--- src/rtl/fifo_uart_pkg.sv ---
// -----------------------------------------------------------------------------
// fifo_uart_pkg
// Shared types and line levels for the FIFO-draining UART transmitter.
//   uart_tx_state_t : transmitter FSM states
//   UART_*_LVL      : serial line levels for idle, start and stop bits
// -----------------------------------------------------------------------------
package fifo_uart_pkg;

   typedef enum logic [2:0] {
      ST_IDLE,
      ST_FETCH,
      ST_LATCH,
      ST_START,
      ST_DATA,
      ST_PARITY,
      ST_STOP
   } uart_tx_state_t;

   localparam logic UART_IDLE_LVL  = 1'b1;
   localparam logic UART_START_LVL = 1'b0;
   localparam logic UART_STOP_LVL  = 1'b1;

endpackage : fifo_uart_pkg

--- src/rtl/uart_baud_cnt.sv ---
// -----------------------------------------------------------------------------
// uart_baud_cnt
// Bit-period counter. Counts 0..CLKS_PER_BIT-1 and wraps.
//   clk      : system clock
//   reset    : asynchronous, active-low reset
//   clear    : synchronous clear, forces the count to 0 next cycle
//   tick     : count is CLKS_PER_BIT-1 (last cycle of a bit period)
//   pre_tick : count is CLKS_PER_BIT-2 (next cycle is the last one)
// -----------------------------------------------------------------------------
module uart_baud_cnt #(
   parameter int CLKS_PER_BIT = 16
) (
   input  logic clk,
   input  logic reset,
   input  logic clear,
   output logic tick,
   output logic pre_tick
);

   localparam int CNT_W = $clog2(CLKS_PER_BIT);

   logic [CNT_W-1:0] cnt_q;
   logic [CNT_W-1:0] cnt_d;

   assign tick     = (cnt_q == CNT_W'(CLKS_PER_BIT - 1));
   assign pre_tick = (cnt_q == CNT_W'(CLKS_PER_BIT - 2));

   always_comb begin
      if (clear || tick) cnt_d = '0;
      else               cnt_d = cnt_q + CNT_W'(1);
   end

   always_ff @(posedge clk or negedge reset) begin
      if (!reset) cnt_q <= '0;
      else        cnt_q <= cnt_d;
   end

endmodule : uart_baud_cnt

--- src/rtl/fifo_uart_tx.sv ---
// -----------------------------------------------------------------------------
// fifo_uart_tx
// Drains an 8-bit FIFO one byte at a time and serialises each byte as a UART
// frame (start, DATA_W data bits LSB-first, optional even parity, stop).
// Optional feature macro: FIFO_UART_TX_PARITY_EN (adds an even-parity bit).
//   clk        : system clock, rising edge
//   reset      : asynchronous, active-low reset
//   fifo_empty : FIFO empty flag, sampled only while idle
//   fifo_data  : FIFO read data, valid the cycle after fifo_rd_en
//   fifo_rd_en : one-cycle read strobe, one per frame
//   tx         : serial line, idle high
//   busy       : high from the fetch cycle through the end of the stop bit
//   tx_done    : one-cycle pulse on the last cycle of the stop bit
// -----------------------------------------------------------------------------
module fifo_uart_tx
   import fifo_uart_pkg::*;
#(
   parameter int CLKS_PER_BIT = 16,
   parameter int DATA_W       = 8
) (
   input  logic              clk,
   input  logic              reset,
   input  logic              fifo_empty,
   input  logic [DATA_W-1:0] fifo_data,
   output logic              fifo_rd_en,
   output logic              tx,
   output logic              busy,
   output logic              tx_done
);

   localparam int IDX_W = (DATA_W > 1) ? $clog2(DATA_W) : 1;

   uart_tx_state_t    state_q,   state_d;
   logic [DATA_W-1:0] shreg_q,   shreg_d;
   logic [IDX_W-1:0]  bit_idx_q, bit_idx_d;
   logic              tx_q,      tx_d;
   logic              rd_en_q,   rd_en_d;
   logic              busy_q,    busy_d;
   logic              done_q,    done_d;
`ifdef FIFO_UART_TX_PARITY_EN
   logic              par_q,     par_d;
`endif

   logic baud_clear;
   logic baud_tick;
   logic baud_pre_tick;

   // The bit-period counter restarts on every state entry and is held at zero
   // in the untimed states, so each timed state starts with a full period.
   assign baud_clear = (state_d != state_q) ||
                       (state_q inside {ST_IDLE, ST_FETCH, ST_LATCH});

   uart_baud_cnt #(
      .CLKS_PER_BIT (CLKS_PER_BIT)
   ) u_baud_cnt (
      .clk      (clk),
      .reset    (reset),
      .clear    (baud_clear),
      .tick     (baud_tick),
      .pre_tick (baud_pre_tick)
   );

   // NOTE: every signal assigned here gets a default first, so no path leaves
   // a value unassigned and no latch is inferred.
   always_comb begin
      state_d   = state_q;
      shreg_d   = shreg_q;
      bit_idx_d = bit_idx_q;
`ifdef FIFO_UART_TX_PARITY_EN
      par_d     = par_q;
`endif
      unique case (state_q)
         ST_IDLE:  if (!fifo_empty) state_d = ST_FETCH;
         ST_FETCH: state_d = ST_LATCH;
         ST_LATCH: begin
            shreg_d   = fifo_data;
            bit_idx_d = '0;
`ifdef FIFO_UART_TX_PARITY_EN
            par_d     = ^fifo_data;
`endif
            state_d   = ST_START;
         end
         ST_START: if (baud_tick) state_d = ST_DATA;
         ST_DATA: begin
            if (baud_tick) begin
               shreg_d = shreg_q >> 1;
               if (bit_idx_q == IDX_W'(DATA_W - 1)) begin
`ifdef FIFO_UART_TX_PARITY_EN
                  state_d = ST_PARITY;
`else
                  state_d = ST_STOP;
`endif
               end else begin
                  bit_idx_d = bit_idx_q + IDX_W'(1);
               end
            end
         end
`ifdef FIFO_UART_TX_PARITY_EN
         ST_PARITY: if (baud_tick) state_d = ST_STOP;
`endif
         ST_STOP:  if (baud_tick) state_d = ST_IDLE;
         default:  state_d = ST_IDLE;
      endcase

      // Outputs are registered from the next state so they change together
      // with the state they describe, with no input-to-output paths.
      case (state_d)
         ST_START:  tx_d = UART_START_LVL;
         ST_DATA:   tx_d = shreg_d[0];
`ifdef FIFO_UART_TX_PARITY_EN
         ST_PARITY: tx_d = par_d;
`endif
         ST_STOP:   tx_d = UART_STOP_LVL;
         default:   tx_d = UART_IDLE_LVL;
      endcase
      rd_en_d = (state_d == ST_FETCH);
      busy_d  = (state_d != ST_IDLE);
      // pre_tick in STOP means the following cycle is the final stop cycle.
      done_d  = (state_q == ST_STOP) && baud_pre_tick;
   end

   // NOTE: state registers use non-blocking assignments so every flop samples
   // the values from before the clock edge, regardless of statement order.
   always_ff @(posedge clk or negedge reset) begin
      if (!reset) begin
         state_q   <= ST_IDLE;
         shreg_q   <= '0;
         bit_idx_q <= '0;
         tx_q      <= UART_IDLE_LVL;
         rd_en_q   <= 1'b0;
         busy_q    <= 1'b0;
         done_q    <= 1'b0;
`ifdef FIFO_UART_TX_PARITY_EN
         par_q     <= 1'b0;
`endif
      end else begin
         state_q   <= state_d;
         shreg_q   <= shreg_d;
         bit_idx_q <= bit_idx_d;
         tx_q      <= tx_d;
         rd_en_q   <= rd_en_d;
         busy_q    <= busy_d;
         done_q    <= done_d;
`ifdef FIFO_UART_TX_PARITY_EN
         par_q     <= par_d;
`endif
      end
   end

   assign fifo_rd_en = rd_en_q;
   assign tx         = tx_q;
   assign busy       = busy_q;
   assign tx_done    = done_q;

endmodule : fifo_uart_tx
--- config.mk ---
export PLATFORM = sky130hd
export DESIGN_NAME = fifo_uart_tx
export DESIGN_NICKNAME = d
export VERILOG_FILES = /design/src/rtl/fifo_uart_pkg.sv /design/src/rtl/uart_baud_cnt.sv /design/src/rtl/fifo_uart_tx.sv
export SDC_FILE = /design/constraint.sdc
export NUM_CORES = 1
export LEC_CHECK = 0
export CORE_MARGIN = 8
export CORE_UTILIZATION = 52
export DETAILED_ROUTE_END_ITERATION = 10
export PLACE_DENSITY_LB_ADDON = 0.3
export SYNTH_ARGS = -nofsm -noshare
export SYNTH_HDL_FRONTEND = slang
export SYNTH_SLANG_ARGS = --single-unit
--- constraint.sdc ---
create_clock -name clk -period 2.12 [get_ports clk]
set_input_delay 0.424 -clock clk [delete_from_list [all_inputs] [get_ports clk]]
set_output_delay 0.424 -clock clk [all_outputs]
set_load 0.02 [all_outputs]
==> impl_metrics.yaml <==
finish:
  antenna_cells: 0
  syn2layout_area_growth_pct: 19.2
  drive_above_1_share_pct: 11.0
  final_cell_area_um2: 1300
  fin_nets: 143
clocking:
  hold_buffers: 0
  path_clk_slew_ps: 120
  postCtsSetupBuffers: 0
  clk-insertion-delay-late_ps: 300
  clockRootBuffer: "clkbuf_4"
  ctsResizeCount: 0
  clk_path_buf_depth: 2
  cts_num_sinks: 22
  ctsHtreeMaxLevel: 1
  cts_tree: "built"
  cts_buffers: 3
sta:
  fin_crit_sh_pct: 87.6
  relSlewSlack_pct: 72.2
  worst_slew_pin_slew_ps: 417
  finalSetupViolations: 0
  clock_skew_ps: 5.04
  hold_viol: 0
  hold_ws_ps: 453
  fmax_mhz: 539
  rsz0062_at_grt: "false"
  slew_viol_final: 0
  finalSetupTns_ps: 0
  period_needed_ps: 1860
grt:
  antenna_found_initial: 0
  grt-ovfl-total: 0
  grt_pass1_wl_um: 3590
  grt_pass1_vias: 864
  use_met3_pct: 2.26
  met2_usage_pct: 22.5
  gr-max-usage-layer: "met2"
  grt_start_max_net_pins: 23
  use_met1_pct: 13.6
  track_usage_pct: 12.4
setup_path:
  end_kind: "output pin"
  critPathCapture: "tx"
  path_buf_inv: 1
  r2r_end: "shreg_q[0]$_DFF_PN0_"
  cp_max_fo: 1
  crit_family: "buffers and inverters"
  r2r_start: "state_q[2]$_DFF_PN0_"
  cp.arrival_ps: 1430
  r2r.worst_path.cells: 4
  crit_type: "register to output pin"
  critPathSlowestCell: "clkdlybuf4s50_1"
  r2r_slack_ps: 470
  cp-startpoint: "tx$_DFF_PN1_"
  cpPeakStageDelay_ps: 600
  start_kind: "register"
  crit_cells: 1
  crit_chain: "clkdlybuf4s50_1"
  cp_data_required_time_ps: 1700
power:
  pwr-share-comb_pct: 5.9
  power_frac_seq_pct: 62.1
  p_sw_share_pct: 19.9
  p_int_mw: 0.557
  p_per_area_nw_per_um2: 534
  ir_drop_mv: 0.417
  p_switching_mw: 0.138
  p_leak_nw: 0.602
  clockPowerShare_pct: 32.0
run_status:
  outcome: "finished, final reports clean"
placed_design:
  portBuffers: 14
  placed_area_um2: 1270
  gp_congestion: 0.814
  hpwl_um: 1500
routing:
  routed_wl_um: 2060
  vias: 859
  drc: 0
  wl_per_cell_um: 13.4
  drtPass1Iterations: 4
  drtIter0Drc: 18
  drtAntennaViolNets: 0
  viasPerCell: 5.58
yosys:
  synth.area.mux_share_pct: 0
  ys_seq_area_share_pct: 50.5
  synth_edf_count: 0
  async_flop_share_pct: 100
  synth_top_family_by_area: "compound AO/OA/AOI/OAI gates"
  syn_nets: 126
  yosys.area_share.adder_pct: 4.58
  synth-compound-area-share_pct: 19.2
  synth_cells: 111
  synth.distinct_cells: 32
  yosys_warnings: 0
  syn-cell-area_um2: 1090
  syn_avg_cell_area_um2: 9.84
  synth_commonest_cells: "dfrtp_1, nand2_1, nor2_1, a22oi_1, o21ai_0"
  synth_top_area_share_pct: 48.1
  synth_xor_area_share_pct: 1.60
  synth_top_cell_by_area: "dfrtp_1"
  synth-simple-area-share_pct: 19.2
  synth_ff_type: "dfrtp_1"
  synth_seq_cells: 22
  yosys-top-cells-area: "dfrtp_1, nand2_1, a22oi_1"
die:
  core_um2: 1980
  die_area_um2: 3820
  ios: 15
  start_util_pct: 55.1
  fp.dieW_um: 61.8
  num_rows: 16
  die_h_um: 61.8
hold_path:
  hp-class: "primary input to async pin"
job:
  cap_violations: 0
flip-flops by register name, summed over array words and instances (netlist names):
signal	count
busy	1
state_q	3
bit_idx_q	3
tx	1
shreg_q	8
tx_done	1
fifo_rd_en	1
u_baud_cnt.cnt_q	4
per-layer routing:
metal	wire length [µm]	up-vias	share of wire (%)
met5	0	-	0
met4	13	0	0.63
met3	93	2	4.5
met2	1100	11	53
met1	856	426	42
li1	-	420	-
worst reg2reg max path, stage by stage, from the launching register on:
cell,delay (ps)
dfrtp_1,570
nor3b_2,400
a21oi_1,220
buf_4,200
a21o_1,170
cell usage in the layout, fill, tap and decap left out, types with 2 or more instances in the layout:
cell | synthesis | final
a21oi_1 | 4 | 4
buf_4 | 0 | 5
a22o_1 | 4 | 4
nor2b_1 | 2 | 2
nand2_1 | 21 | 21
dfrtp_1 | 21 | 21
clkbuf_4 | 0 | 3
nor3b_2 | 2 | 2
ha_1 | 4 | 4
a21o_1 | 2 | 2
nor2_1 | 8 | 8
nand3_1 | 4 | 4
a22oi_1 | 7 | 7
o21ai_0 | 5 | 5
clkdlybuf4s50_1 | 0 | 14
inv_1 | 4 | 4
worst min path at each step:
stage / from / to / cells past startpoint
floorplan: reset / bit_idx_q[0]$_DFFE_PN0P_ / 0
global placement: shreg_q[5]$_DFFE_PN0P_ / shreg_q[5]$_DFFE_PN0P_ / 2
detailed placement: shreg_q[5]$_DFFE_PN0P_ / shreg_q[5]$_DFFE_PN0P_ / 2
CTS: reset / bit_idx_q[0]$_DFFE_PN0P_ / 2
global route: reset / bit_idx_q[0]$_DFFE_PN0P_ / 2
finish: reset / shreg_q[1]$_DFFE_PN0P_ / 2
cell type report:
type	instances	area (µm²)
Fill cell	150	679
Sequential cell	22	552
Multi-Input combinational cell	78	488
Timing Repair Buffer	19	178
Clock buffer	4	36.3
Tap cell	27	33.8
Inverter	4	15.0
power by group through the flow:
stage          logic (mW)  registers [mW]  clock network [mW]
2_1_floorplan     0.00902           0.440                   0
3_3_place_gp       0.0413           0.440                   0
3_5_place_dp       0.0420           0.440                   0
4_1_cts            0.0421           0.432               0.233
5_1_grt            0.0463           0.433               0.248
6_report           0.0413           0.432               0.222
per-stage QoR:
step / std cells / util (%) / power, mW / setup slack (ps)
2_1_floorplan: 111 / - / 0.449 / 480
3_3_place_gp: 150 / 63.9 / 0.481 / 464
3_5_place_dp: 150 / 63.9 / 0.482 / 460
4_1_cts: 154 / 65.7 / 0.707 / 242
5_1_grt: 154 / 65.7 / 0.727 / 221
6_report: 154 / 65.7 / 0.695 / 263
cells by family (layout without fill, tap and decap cells):
logic type               Yosys count  after routing
AO/OA/AOI/OAI                     29             29
XOR/XNOR                           2              2
adder cells (fa/ha/maj)            4              4
buffers and inverters             11             27
flip-flops                        22             22
AND/OR/NAND/NOR                   43             43
(Power assumes the default switching activity.)
